--- src/rtl/stream_trim.sv ---
// Crops a raster-ordered IN_SIZE x IN_SIZE frame to an OUT_SIZE x OUT_SIZE window at a
// per-frame, clamped offset, presenting kept pixels through a one-deep registered output.
module stream_trim #(
  parameter int DATA_W   = 32,
  parameter int CHANNELS = 1,
  parameter int IN_SIZE  = 13,
  parameter int OUT_SIZE = 7,
  parameter int IDX_W    = $clog2(IN_SIZE)
) (
  input  logic                       clk,
  input  logic                       reset,
  input  logic                       en,
  input  logic [IDX_W-1:0]           row_off,
  input  logic [IDX_W-1:0]           col_off,
  input  logic                       s_valid,
  output logic                       s_ready,
  input  logic [DATA_W*CHANNELS-1:0] s_data,
  output logic                       m_valid,
  input  logic                       m_ready,
  output logic [DATA_W*CHANNELS-1:0] m_data,
  output logic                       m_row_end,
  output logic                       m_last,
  output logic                       busy,
  output logic                       cfg_err
);
  // One extra bit so that offset + OUT_SIZE never overflows in the window compare.
  localparam int XW = IDX_W + 1;
  localparam logic [XW-1:0]    MAX_OFF  = XW'(IN_SIZE - OUT_SIZE);
  localparam logic [XW-1:0]    OUT_LEN  = XW'(OUT_SIZE);
  localparam logic [XW-1:0]    ONE_X    = XW'(1);
  localparam logic [IDX_W-1:0] LAST_IDX = IDX_W'(IN_SIZE - 1);
  localparam logic [IDX_W-1:0] ONE_I    = IDX_W'(1);

  typedef enum logic {IDLE = 1'b0, RUN = 1'b1} state_t;

  state_t                     state_q, state_d;
  logic [IDX_W-1:0]           in_row_q, in_row_d, in_col_q, in_col_d;
  logic [IDX_W-1:0]           lr_q, lr_d, lc_q, lc_d;
  logic                       m_valid_q, m_valid_d, m_row_end_q, m_row_end_d;
  logic                       m_last_q, m_last_d, busy_q, busy_d, cfg_err_q, cfg_err_d;
  logic [DATA_W*CHANNELS-1:0] m_data_q, m_data_d;

  logic          ready_s, accept_s, in_win_s, row_end_s, last_s, col_wrap_s, frame_end_s;
  logic [XW-1:0] row_clamp_s, col_clamp_s, lr_x_s, lc_x_s, row_x_s, col_x_s;

  function automatic logic [XW-1:0] clamp_off(input logic [IDX_W-1:0] off);
    logic [XW-1:0] off_x;
    off_x = {1'b0, off};
    if (off_x > MAX_OFF) begin
      return MAX_OFF;
    end else begin
      return off_x;
    end
  endfunction

  // Handshake, window test on the current beat, and next-state computation.
  always_comb begin
    ready_s     = en && (!m_valid_q || m_ready);
    accept_s    = s_valid && ready_s;
    row_clamp_s = clamp_off(row_off);
    col_clamp_s = clamp_off(col_off);
    // The first beat of a frame is judged against the offsets being latched with it.
    if (state_q == IDLE) begin
      lr_x_s = row_clamp_s;
      lc_x_s = col_clamp_s;
    end else begin
      lr_x_s = {1'b0, lr_q};
      lc_x_s = {1'b0, lc_q};
    end
    row_x_s     = {1'b0, in_row_q};
    col_x_s     = {1'b0, in_col_q};
    in_win_s    = (row_x_s >= lr_x_s) && (row_x_s < lr_x_s + OUT_LEN) &&
                  (col_x_s >= lc_x_s) && (col_x_s < lc_x_s + OUT_LEN);
    row_end_s   = (col_x_s == lc_x_s + OUT_LEN - ONE_X);
    last_s      = row_end_s && (row_x_s == lr_x_s + OUT_LEN - ONE_X);
    col_wrap_s  = (in_col_q == LAST_IDX);
    frame_end_s = col_wrap_s && (in_row_q == LAST_IDX);

    state_d     = state_q;
    in_row_d    = in_row_q;
    in_col_d    = in_col_q;
    lr_d        = lr_q;
    lc_d        = lc_q;
    cfg_err_d   = cfg_err_q;
    m_valid_d   = m_valid_q;
    m_data_d    = m_data_q;
    m_row_end_d = m_row_end_q;
    m_last_d    = m_last_q;

    if (accept_s) begin
      if (state_q == IDLE) begin
        lr_d      = lr_x_s[IDX_W-1:0];
        lc_d      = lc_x_s[IDX_W-1:0];
        cfg_err_d = cfg_err_q || ({1'b0, row_off} > MAX_OFF) || ({1'b0, col_off} > MAX_OFF);
      end else begin
        lr_d = lr_q;
      end
      if (col_wrap_s) begin
        in_col_d = '0;
        in_row_d = frame_end_s ? '0 : in_row_q + ONE_I;
      end else begin
        in_col_d = in_col_q + ONE_I;
      end
      state_d = frame_end_s ? IDLE : RUN;
    end else begin
      state_d = state_q;
    end

    if (accept_s && in_win_s) begin
      m_valid_d   = 1'b1;
      m_data_d    = s_data;
      m_row_end_d = row_end_s;
      m_last_d    = last_s;
    end else if (m_ready) begin
      m_valid_d = 1'b0;
    end else begin
      m_valid_d = m_valid_q;
    end

    busy_d = (state_d == RUN);
  end

  // All state, with synchronous active-low reset.
  always_ff @(posedge clk) begin
    if (!reset) begin
      state_q     <= IDLE;
      in_row_q    <= '0;
      in_col_q    <= '0;
      lr_q        <= '0;
      lc_q        <= '0;
      cfg_err_q   <= 1'b0;
      busy_q      <= 1'b0;
      m_valid_q   <= 1'b0;
      m_data_q    <= '0;
      m_row_end_q <= 1'b0;
      m_last_q    <= 1'b0;
    end else begin
      state_q     <= state_d;
      in_row_q    <= in_row_d;
      in_col_q    <= in_col_d;
      lr_q        <= lr_d;
      lc_q        <= lc_d;
      cfg_err_q   <= cfg_err_d;
      busy_q      <= busy_d;
      m_valid_q   <= m_valid_d;
      m_data_q    <= m_data_d;
      m_row_end_q <= m_row_end_d;
      m_last_q    <= m_last_d;
    end
  end

  assign s_ready   = ready_s;
  assign m_valid   = m_valid_q;
  assign m_data    = m_data_q;
  assign m_row_end = m_row_end_q;
  assign m_last    = m_last_q;
  assign busy      = busy_q;
  assign cfg_err   = cfg_err_q;

endmodule

--- config.mk ---
export PLATFORM = sky130hd
export DESIGN_NAME = stream_trim
export DESIGN_NICKNAME = d
export VERILOG_FILES = /design/src/rtl/stream_trim.sv
export SDC_FILE = /design/constraint.sdc
export NUM_CORES = 1
export LEC_CHECK = 0
export ABC_AREA = 0
export CELL_PAD_IN_SITES_DETAIL_PLACEMENT = 0
export CELL_PAD_IN_SITES_GLOBAL_PLACEMENT = 1
export CORE_UTILIZATION = 32
export CTS_CLUSTER_SIZE = 14
export DETAILED_ROUTE_END_ITERATION = 7
export PLACE_DENSITY = 0.74
export SLEW_MARGIN = 20
export SYNTH_ARGS = -nofsm -noshare
export SYNTH_HDL_FRONTEND = slang
export SYNTH_SLANG_ARGS = --single-unit
--- constraint.sdc ---
create_clock -name clk -period 3.3 [get_ports clk]
set_input_delay 0.495 -clock clk [delete_from_list [all_inputs] [get_ports clk]]
set_output_delay 0.495 -clock clk [all_outputs]
set_load 0.1 [all_outputs]
# == Yosys cells after proc, flatten, opt, wreduce, memory -nomap -nowiden ==
# Index checks and enable logic that the tools add are counted.
# word_totals
inputBits,45
output_inout_bits,38
elab_cells,51
register_bits,53
# op_classes
order_cmp,6
eq_ne,4
n_mux,9
n_bitwise,1
add_sub_neg,6
reduce_logical,15
# op_table
operator,count
4-bit 2-to-1 mux,5
"5-bit by 3-bit adder with 5-bit output, second input constant",2
4-bit by 5-bit == test with 1-bit output,2
4-bit by 5-bit greater-or-equal comparator with 1-bit output,2
4-bit by 5-bit < comparator with 1-bit output,2
"5-bit by 1-bit subtractor with 5-bit output, second input constant",2
"4-bit by 1-bit adder with 4-bit output, second input constant",2
"4-bit == test, second input constant",2
"4-bit by 3-bit > comparator with 1-bit output, second input constant",2
1-bit logical AND,8
5-bit 2-to-1 mux,1
2-bit AND reduction,2
1-bit logical OR,3
1-bit 2-to-1 mux,3
2-bit nonzero test,1
1-bit logical NOT,1
1-bit NOT,1

# == Longest topological paths before layout ==
# Gate-level depths: netlist (run 1).
# depth
depth_word,10
depth_mapped,16
depth_no_buf,12

# == Worst setup path after synthesis (run 1) ==
# No wires, ideal clock.
# synth_timing
path_kind,register -> register
from,"register, netlist name busy"
to,"register m_last_q, in the netlist m_last"
period_less_slack_ps,3907
stages_incl_launch_ff,17
t_required_ps,3174
arrival_ps,3781
path_slack_ps,-607
n_path_buf,4
setup_time_ps,126
cell_sequence,dfxtp_1 > buf_6 > buf_6 > clkbuf_1 > nand2b_1 > o31ai_1 > ha_1 > nand2b_1 > o311ai_1 > xor2_1 > ha_1 > a21oi_1 > a32o_1 > o2111ai_2 > buf_6 > o211ai_1 > o31ai_2
# synth_rtl
element,line_no,source
"end signal, assigned",148,m_last_q <= m_last_d;
"end, declared",40,"logic m_last_q, m_last_d, busy_q, busy_d, cfg_err_q, cfg_err_d;"

# == Final worst setup path (run 1) ==
# layout_timing
from,input port row_off[1]
to,"register m_data_q[31], in the netlist m_data[31]"
# layout_between
elab_chain_cells,9
word_cells_on_any_way,10
cone_classes,add/sub (1); order compare (3); mux (2); reduce/logical (4)
# layout_rtl
element,line_no,source
"start, declared",13,"input logic [IDX_W-1:0] row_off,"
4-bit by 3-bit > comparator with 1-bit output *,49,if (off_x > MAX_OFF) begin
4-bit 2-to-1 mux *,49,
4-bit 2-to-1 mux *,63,if (state_q == IDLE) begin
net lr_x_s[0],44,"logic [XW-1:0] row_clamp_s, col_clamp_s, lr_x_s, lc_x_s, row_x_s, col_x_s;"
5-bit by 3-bit adder with 5-bit output,72,in_win_s = (row_x_s >= lr_x_s) && (row_x_s < lr_x_s + OUT_LEN) &&
4-bit by 5-bit < comparator with 1-bit output,72,
1-bit logical AND * (2 in a row),72,
1-bit logical AND *,73,(col_x_s >= lc_x_s) && (col_x_s < lc_x_s + OUT_LEN);
1-bit logical AND *,109,if (accept_s && in_win_s) begin
"end signal, assigned",146,m_data_q <= m_data_d;
"end, declared",41,"logic [DATA_W*CHANNELS-1:0] m_data_q, m_data_d;"
# Mark *: on every way through the listed nets, which the timed path passes. The rest lies on a longest branch.
# A chain may end at the register's enable or synchronous reset.

==> qor.yml, run 1 <==
outcome:
  status: "complete, no violations"
final_layout:
  drive_gt1_share_pct: 15.5
  seq_area_sq_um: 1060
  multi_input_area_sq_um: 1900
  fillCellCount: 899
  final_area_sq_um: 4420
  area_growth_pct: 46.2
  antennaDiodeCount: 0
  fin_nets: 531
sta:
  rsz0062_at_grt: "no"
  whs_ns: 0.468
  post-route-period-util_pct: 93.4
  fmax_mhz: 324
  setup_violations: 0
  hold_viol_final: 0
  drv_slew: 0
  worstMarginPinSlew_ns: 1.01
  period_needed_ns: 3.08
  slew_headroom_pct: 32.2
  skew_ns: 0.0127
  tns_ns: 0
clocking:
  hold_buffers: 0
  cts_tree: "done"
  cts_buffers: 5
  clock_sinks: 53
  clk_pin_slew_ns: 0.10
  cts_buffer_depth: 2
  clkLatencyLatePin_ns: 0.31
  cts_root_buf: "clkbuf_8"
  cts_setup_buffers: 0
  htree_levels: 2
pwr:
  p_leak_nw: 1.65
  p_sw_mw: 0.378
  ir_worst_vdd_mv: 0.194
  power.density_nw_per_um2: 317
  cellInternalPower_mw: 1.02
  p_sw_share_pct: 27.0
  clkPwrFrac_pct: 32.3
  comb_power_share_pct: 20.8
  power_mw: 1.40
  seqPwrFrac_pct: 46.9
global_route:
  antenna_found_initial: 0
  grt_max_degree: 44
  grt_overflow_total: 0
  grt_usage_pct: 17.4
  grt_pass1_wl_mm: 13.8
  grt_pass1_vias: 2855
floorplan:
  rows: 35
  die_w_um: 99.2
  core_area_sq_um: 9200
  die-height_um: 99.2
  die_area_sq_um: 9840
  start_util_pct: 32.9
  ios: 83
yosys:
  ys_ff_latch: 53
  async_reset_ff_share_pct: 0
  synth.yosys.seq_area_share_pct: 35.1
  synth_nets: 426
  ys.warnings.count: 0
  syn_avg_cell_area_sq_um: 8.44
  synth_enable_flop_cells: 0
  synthesis.area_sq_um: 3020
  syn_inst: 358
  synth_cell_types: 60
  ys.flop_type: "dfxtp_1"
drt:
  drc_errors: 0
  drt-wirelength-per-cell_um: 15.0
  ant_nets: 0
  vias_per_cell: 5.14
  vias: 2955
  wl_mm: 8.61
  first_pass_iters: 4
  first_iter_violations: 135
worst_setup_path:
  arrival_ns: 3.33
  cp-start-kind: "primary input"
  path_max_fanout: 8
  required_ns: 3.54
  worstSetupEndpointType: "flip-flop"
  crit_type: "in -> reg"
hold_path:
  holdCritPathClass: "reg -> reg"
placed_design:
  numPortBuffers: 82
  place.gp.congestion: 0.852
  dp_hpwl_mm: 6.16
  dpl-instance-area_sq_um: 4180
job:
  cap_violations: 0
[kinds of logic (layout without fill, tap and decap cells)]
family          after synthesis  count (layout)  synth area share, %
buf+inv                      30             136                 5.22
flops                        53              53                 35.1
mux                           3               3                0.994
xor+xnor                     13              13                 3.77
simple gates                118             118                 20.8
fa+ha+maj                    23              23                 9.52
compound gates              118             118                 24.6
[path summary, 6_finish.rpt]
| kind | from | endpoint | slack, ns | cells after the start |
|---|---|---|---|---|
| worst max-delay path | row_off[1] | m_data[31]$_SDFFE_PN0P_ | 0.22 | 13 |
| worst min-delay path | lc_q[1]$_SDFFE_PN0P_ | lc_q[1]$_SDFFE_PN0P_ | 0.47 | 2 |
| worst max register to register | busy$_SDFFE_PN0P_ | m_data[31]$_SDFFE_PN0P_ | 0.25 | 13 |
| worst min register to register | lc_q[1]$_SDFFE_PN0P_ | lc_q[1]$_SDFFE_PN0P_ | 0.47 | 2 |
[state kept, by name, indices dropped and copies added (netlist names)]
register   cells
m_row_end      1
lr_q           4
cfg_err        1
in_row_q       4
m_last         1
m_data        32
in_col_q       4
m_valid        1
busy           1
lc_q           4
[metal layers]
metal	vias to the layer above	track usage [%]	share of wire, %
met5	-	0	0
met1	1379	23.4	48
li1	1506	-	-
met3	9	3.09	4.1
met2	61	29.2	47
met4	0	3.85	1.2
[what timing repair did]
action / CTS / global route
endpoints found under the setup margin: 1 / 35
pin swaps: 0 / 3
hold endpoints to repair: 0 / 0
cloned: 0 / 3
gates resized for setup: 1 / 21
[cells in the final DEF, fill, tap and decap left out, types with 4 or more instances in the layout]
cell	count
nand3_1	33
dfxtp_1	52
a21oi_1	42
o21ai_0	24
nor2_1	18
inv_1	8
o21ai_1	16
ha_1	22
dlymetal6s2s_1	4
buf_4	34
clkbuf_8	5
xnor2_1	6
xor2_1	7
clkdlybuf4s50_1	76
nand2b_1	10
nand2_1	24
and2_1	4
[worst max-delay path, stage by stage]
cell and delay, ns:
clkdlybuf4s50_1 0.47, and2_1 0.22, o31ai_2 0.29, ha_1 0.30, inv_1 0.07, ha_1 0.20
nor2_1 0.07, o311a_1 0.11, o221a_2 0.28, o2111ai_4 0.35, clkbuf_16 0.24, o21ai_0 0.08
a21oi_1 0.15
[cell type report]
| type | count | area share, % |
|---|---|---|
| multi-input cells | 275 | 43.0 |
| repair buffers | 119 | 26.4 |
| flip-flops and latches | 53 | 24.1 |
| well taps | 111 | 3.14 |
| clock buffers | 6 | 1.64 |
| clock inverters | 2 | 0.878 |
| inverters | 9 | 0.765 |
[cell usage after synthesis, types with 2 or more instances]
| master | n | area share [%] |
|---|---|---|
| nand2b_1 | 11 | 2.3 |
| nand3_1 | 34 | 5.6 |
| o31ai_1 | 5 | 1.2 |
| o211ai_1 | 2 | 0.50 |
| nor2_1 | 18 | 2.2 |
| a31oi_1 | 2 | 0.41 |
| nor3_1 | 3 | 0.50 |
| xnor2_1 | 6 | 1.7 |
| inv_1 | 8 | 0.99 |
| a21oi_1 | 42 | 7.0 |
| o22ai_1 | 3 | 0.62 |
| or2_2 | 2 | 0.41 |
| dfxtp_1 | 53 | 35 |
| buf_6 | 5 | 1.9 |
| nand2_1 | 24 | 3.0 |
| a21boi_0 | 2 | 0.50 |
| clkbuf_2 | 2 | 0.33 |
| o21ai_0 | 31 | 5.1 |
| ha_1 | 23 | 9.5 |
| xor2_1 | 7 | 2.0 |
| and3_1 | 3 | 0.62 |
| o31ai_2 | 3 | 1.2 |
| nor3_2 | 2 | 0.66 |
| o21ai_1 | 9 | 1.5 |
| buf_2 | 4 | 0.66 |
| nand4_1 | 2 | 0.41 |
| clkbuf_1 | 10 | 1.2 |
| and2_1 | 5 | 1.0 |
| nor2b_1 | 2 | 0.41 |
| a211oi_1 | 3 | 0.75 |
| mux2i_1 | 3 | 0.99 |
[metrics by stage]
stage / utilization, % / std cells / worst slack [ns]
finish: 48.0 / 575 / 0.217
global route: 48.0 / 575 / 0.0180
CTS: 46.7 / 572 / 0.0131
detailed placement: 45.5 / 564 / -0.361
global placement: 45.5 / 564 / -0.257
floorplan: - / 358 / 0.0316
[power groups by stage]
stage / registers, mW / logic, mW / clock network, mW
floorplan: 0.685 / 0.142 / 0
global placement: 0.670 / 0.282 / 0
detailed placement: 0.671 / 0.284 / 0
CTS: 0.656 / 0.285 / 0.469
global route: 0.659 / 0.319 / 0.500
finish: 0.657 / 0.292 / 0.453
No activity file was read; power rests on OpenSTA's default activity.
==> inputs of run 2 (changes only) <==
CORE_MARGIN = 1.5   (was not set)
==> run 2 against run 1 <==
Net effect:
- die area is 2.0% higher
- global-route usage up 0.69 points
- setup slack worse by 0.038 ns
- register-to-register slack gained 0.12 ns
- sequential power is essentially flat
- clock power about the same
- first-iteration DRC count grew 10%
- combinational power is 2% higher
- worst hold slack got worse by 0.0074 ns
- via count grew 2.2%
- critical path type unchanged
- critical endpoint is now m_data[29]$_SDFFE_PN0P_
==> qor.yml, run 2 (synthesized netlist as in run 1, its figures left out) <==
outcome:
  status: "complete, no violations"
hold_path:
  min-delay-start: "lc_q[1]$_SDFFE_PN0P_"
  holdCritPathClass: "reg -> reg"
  min_to: "lc_q[1]$_SDFFE_PN0P_"
  hold_depth: 2  # unchanged
drt:
  wl_mm: 8.86  # +3.0%
  first_iter_violations: 149  # +10%
  drc_errors: 0  # unchanged
  vias: 3019  # +2.2%
  drt-wirelength-per-cell_um: 15.4  # +3.0%
  vias_per_cell: 5.25  # +2.2%
  first_pass_iters: 4  # unchanged
  ant_nets: 0  # unchanged
pwr:
  ir_worst_vdd_mv: 0.190  # -2.1%
  power.density_nw_per_um2: 317  # -0.11%
  p_leak_nw: 1.65  # -0.11%
  power_mw: 1.41  # +0.54%
sta:
  worst_slack_ns: 0.179  # -0.0383 ns
  hold_viol_final: 0  # unchanged
  rsz0062_at_grt: "no"
  worstMarginPinSlew_ns: 1.00  # -0.0106 ns
  tns_ns: 0  # unchanged
  fmax_mhz: 320  # -1.2%
  whs_ns: 0.461  # -0.00745 ns
  slew_headroom_pct: 32.9  # +0.71 points
  setup_violations: 0  # unchanged
  period_needed_ns: 3.12  # +0.0383 ns
  skew_ns: 0.00557  # -0.00715 ns
  drv_slew: 0  # unchanged
  post-route-period-util_pct: 94.6  # +1.2 points
final_layout:
  layout_commonest_cell: "clkdlybuf4s50_1"
  drive_gt1_share_pct: 15.9  # +0.43 points
  final_cell_mix: "clkdlybuf4s50_1 (75), dfxtp_1 (52), a21oi_1 (42), nand3_1 (33), buf_4 (32)"
  fillCellCount: 918  # +2.1%
  largest_reg_flops: 32  # unchanged
  fin_nets: 531  # unchanged
  area_growth_pct: 47.1
  antennaDiodeCount: 0  # unchanged
  final_util_pct: 48.3  # +0.31 points
floorplan:
  core_area_sq_um: 9200  # unchanged
  die-height_um: 100  # +1.0%
  rows: 35  # unchanged
  ios: 83  # unchanged
  die_w_um: 100  # +1.0%
  die_area_sq_um: 10000  # +2.0%
  start_util_pct: 32.9  # unchanged
placed_design:
  numPortBuffers: 82  # unchanged
  place.gp.congestion: 0.869  # +2.0%
  dp_hpwl_mm: 6.34  # +3.0%
  pre_cts_ws_ns: -0.380  # -0.0191 ns
clocking:
  cts_root_buf: "clkbuf_8"
  cts_buffer_depth: 2  # unchanged
  htree_levels: 2  # unchanged
  clk_pin_slew_ns: 0.10  # about the same
  cts_buffers: 5  # unchanged
  clock_sinks: 53  # unchanged
  clkLatencyLatePin_ns: 0.31  # about the same
  cts_setup_buffers: 0  # unchanged
  cts_tree: "done"
global_route:
  grt_pass1_wl_mm: 14.4  # +4.3%
  grt_overflow_total: 0  # unchanged
  grt_usage_pct: 18.1  # +0.69 points
  met3_usage_pct: 3.90  # +0.81 points
  grt_pass1_vias: 2880  # +0.88%
  grt.busiest_layer: "met2"
  grt_max_degree: 44  # unchanged
  grt_use_met1_pct: 25.2  # +1.7 points
  antenna_found_initial: 0  # unchanged
  use_met2_pct: 28.4  # -0.74 points
worst_setup_path:
  ff2ff_path_depth: 13  # unchanged
  reg2reg_to: "m_data[29]$_SDFFE_PN0P_"
  path_max_fanout: 8  # unchanged
  arrival_ns: 3.31  # -0.02 ns
  crit_type: "in -> reg"
  required_ns: 3.49  # -0.05 ns
  cp-start-kind: "primary input"
  ff2ff_setup_slack_ns: 0.37  # +0.12 ns
  r2r-start: "busy$_SDFFE_PN0P_"
  worstSetupEndpointType: "flip-flop"
job:
  cap_violations: 0  # unchanged
run 2: cell count changes in the layout (fill, tap and decap cells not counted):
| cell | change |
|---|---|
| inv_1 | -1 |
| o21ai_1 | +3 |
| o21ai_0 | -3 |
| ha_2 | -1 |
| ha_4 | +1 |
| dlygate4sd2_1 | +2 |
| dlymetal6s2s_1 | -2 |
| buf_12 | +2 |
| clkdlybuf4s50_1 | -1 |
| buf_4 | -2 |
| inv_2 | +1 |
| buf_6 | +1 |
run 2: power by group:
group          switching, mW  internal (mW)  total [mW]
Clock                  0.226          0.228       0.454
Combinational          0.147          0.151       0.298
Sequential           0.00993          0.647       0.657
Total                  0.383           1.03        1.41
run 2: area by class of cell:
class	instances	area (sq um)	share of cell area, %
Sequential cell	53	1060	24.0
Multi-Input combinational cell	275	1910	43.0
Tap cell	111	139	3.12
Clock inverter	2	38.8	0.873
Timing Repair Buffer	119	1190	26.7
Inverter	9	33.8	0.760
Clock buffer	6	72.6	1.63
run 2: per-layer routing:
layer | share of wire (%) | wire length (um)
met1 | 48 | 4270
met2 | 46 | 4100
met3 | 4.6 | 409
met4 | 0.93 | 82
met5 | 0 | 0
run 2: timing repair:
| item | CTS | global route |
|---|---|---|
| gates resized for setup | 12 | 19 |
| pin swaps | 1 | 4 |
| hold buffers | 0 | 0 |
| setup endpoints to repair | 12 | 33 |
| gates cloned | 2 | 1 |
run 2: how the worst max path moves through the flow:
stage | from | to | cells after the start
6_report | col_off[2] | m_data[29]$_SDFFE_PN0P_ | 14
5_1_grt | col_off[2] | m_data[23]$_SDFFE_PN0P_ | 14
4_1_cts | col_off[3] | m_data[18]$_SDFFE_PN0P_ | 15
3_5_place_dp | col_off[1] | m_data[18]$_SDFFE_PN0P_ | 14
3_3_place_gp | col_off[1] | m_data[25]$_SDFFE_PN0P_ | 14
2_1_floorplan | busy$_SDFFE_PN0P_ | m_last$_SDFFE_PN0P_ | 15
run 2: critical path, stage by stage:
cell	delay (ns)
dlygate4sd2_1	0.29
and2_4	0.19
o31ai_4	0.24
inv_2	0.06
ha_1	0.21
or3_4	0.38
and2_1	0.17
ha_1	0.26
o211ai_1	0.09
a32o_2	0.20
o2111ai_4	0.23
clkbuf_16	0.25
o21ai_0	0.15
a21oi_1	0.08
run 2: metrics by stage:
| stage | instance area [sq um] | instances |
|---|---|---|
| 5_1_grt | 4450 | 575 |
| 2_1_floorplan | 3060 | 358 |
| 3_5_place_dp | 4200 | 564 |
| 4_1_cts | 4410 | 574 |
| 3_3_place_gp | 4200 | 564 |
| 6_report | 4450 | 575 |
==> inputs of run 3 (changes only) <==
CTS_CLUSTER_SIZE = not set   (was 14)
SKIP_CTS_REPAIR_TIMING = 1   (was not set)
==> run 3 against run 2 <==
Net effect:
- clock power about the same
- count of clock-buffer cells in the layout unchanged
- final cell count unchanged
- die area unchanged
- maximum frequency up 0.56%
- non-clock buffer count unchanged
==> qor.yml, run 3 (synthesized netlist as in run 1, its figures left out) <==
drt:
  first_iter_violations: 131  # -12%
  vias_per_cell: 5.22  # -0.56%
  vias: 3002  # -0.56%
  drc_errors: 0  # unchanged
  first_pass_iters: 4  # unchanged
  drt-wirelength-per-cell_um: 15.4  # +0.15%
  ant_nets: 0  # unchanged
  wl_mm: 8.87  # +0.15%
sta:
  setup_violations: 0  # unchanged
  worstMarginPinSlew_ns: 1.01  # +0.00742 ns
  rsz0062_at_grt: "no"
  skew_ns: 0.00567  # +0.0000954 ns
  worst_slack_ns: 0.196  # +0.0175 ns
  hold_viol_final: 0  # unchanged
  slew_headroom_pct: 32.4  # -0.50 points
  fmax_mhz: 322  # +0.56%
  drv_slew: 0  # unchanged
  post-route-period-util_pct: 94.0  # -0.53 points
  period_needed_ns: 3.10  # -0.0175 ns
  tns_ns: 0  # unchanged
floorplan:
  core_area_sq_um: 9200  # unchanged
  start_util_pct: 32.9  # unchanged
  ios: 83  # unchanged
  rows: 35  # unchanged
  die-height_um: 100  # unchanged
  die_w_um: 100  # unchanged
  die_area_sq_um: 10000  # unchanged
clocking:
  cts_root_buf: "clkbuf_8"
  clk_pin_slew_ns: 0.10  # about the same
  cts_tree: "done"
  clkLatencyLatePin_ns: 0.31  # about the same
  clock_sinks: 53  # unchanged
  htree_levels: 2  # unchanged
  cts_buffers: 5  # unchanged
  cts_buffer_depth: 2  # unchanged
job:
  cap_violations: 0  # unchanged
global_route:
  met3_usage_pct: 3.90  # unchanged
  antenna_found_initial: 0  # unchanged
  use_met2_pct: 27.4  # -0.99 points
  grt_pass1_vias: 2840  # -1.4%
  grt.busiest_layer: "met2"
  grt_use_met1_pct: 24.0  # -1.2 points
  grt_usage_pct: 17.4  # -0.69 points
  grt_overflow_total: 0  # unchanged
  grt_max_degree: 44  # unchanged
  grt_pass1_wl_mm: 13.9  # -3.3%
final_layout:
  drive_gt1_share_pct: 16.2  # +0.22 points
  antennaDiodeCount: 0  # unchanged
  final_cell_mix: "clkdlybuf4s50_1 (75), dfxtp_1 (52), a21oi_1 (42), nand3_1 (33), buf_4 (32)"
  final_util_pct: 48.5  # +0.12 points
  area_growth_pct: 47.5
  layout_commonest_cell: "clkdlybuf4s50_1"
  largest_reg_flops: 32  # unchanged
  fillCellCount: 911  # -0.76%
  fin_nets: 531  # unchanged
worst_setup_path:
  required_ns: 3.49  # about the same
  worstSetupEndpointType: "flip-flop"
  crit_type: "in -> reg"
  cp-start-kind: "primary input"
  arrival_ns: 3.29  # -0.02 ns
  path_max_fanout: 8  # unchanged
pwr:
  seqPwrFrac_pct: 46.6  # about the same
  power.density_nw_per_um2: 316  # -0.22%
  p_sw_mw: 0.383  # about the same
  p_sw_share_pct: 27.2  # about the same
  comb_power_share_pct: 21.2  # about the same
  ir_worst_vdd_mv: 0.190  # about the same
  p_leak_nw: 1.66  # +0.96%
  clkPwrFrac_pct: 32.2  # about the same
  cellInternalPower_mw: 1.03  # about the same
hold_path:
  holdCritPathClass: "reg -> reg"
placed_design:
  dp_hpwl_mm: 6.34  # unchanged
  numPortBuffers: 82  # unchanged
  place.gp.congestion: 0.869  # unchanged
  pre_cts_ws_ns: -0.380  # unchanged
outcome:
  status: "complete, no violations"
-- run 3: cell types whose count changed in the layout (fill, tap and decap cells not counted), sizes merged --
cell          before  now
dlygate4sd2        2    0
dlymetal6s2s       2    4
-- run 3: cell type report --
cell class,instances,area [sq um],share of cell area [%]
multi-input combinational,275,1910,43.0
timing repair buffer,119,1190,26.8
sequential,53,1060,23.9
tap,111,139,3.12
clock buffer,6,72.6,1.63
clock inverter,2,38.8,0.870
inverter,9,33.8,0.758
-- run 3: worst paths after layout --
check             slack, ns                 start  cells after the start                      to
setup / recovery       0.20            row_off[1]                     12  m_data[1]$_SDFFE_PN0P_
hold / removal         0.46  lc_q[1]$_SDFFE_PN0P_                      2    lc_q[1]$_SDFFE_PN0P_
setup reg to reg       0.37     busy$_SDFFE_PN0P_                     13  m_data[1]$_SDFFE_PN0P_
hold reg to reg        0.46  lc_q[1]$_SDFFE_PN0P_                      2    lc_q[1]$_SDFFE_PN0P_
-- run 3: metal layers --
layer	vias up	routed length (um)
met5	-	0
met4	0	85
met3	6	348
met2	59	4160
met1	1426	4280
li1	1511	-
-- run 3: power by group through the flow --
stage	Combinational [mW]	Clock, mW	Sequential [mW]
final	0.299	0.454	0.657
after global routing	0.327	0.493	0.658
after CTS	0.288	0.463	0.656
after detailed placement	0.287	0	0.671
after global placement	0.284	0	0.670
after floorplan	0.142	0	0.685
-- run 3: worst max-delay path, stage by stage --
cell and delay (ns):
clkdlybuf4s50_1 0.47, and2_1 0.23, o31ai_1 0.35, ha_1 0.20, nand2b_1 0.11, a211oi_1 0.10
buf_4 0.15, a2111oi_4 0.44, o2111ai_4 0.27, clkbuf_16 0.25, o21ai_0 0.15, a21oi_1 0.08
-- run 3: stage by stage --
step	instances	power [mW]	cell area [sq um]	hold slack (ns)
floorplan	358	0.827	3060	0.431
global placement	564	0.955	4200	0.439
detailed placement	564	0.958	4200	0.451
CTS	572	1.41	4310	0.466
global route	575	1.48	4460	0.490
finish	575	1.41	4460	0.460
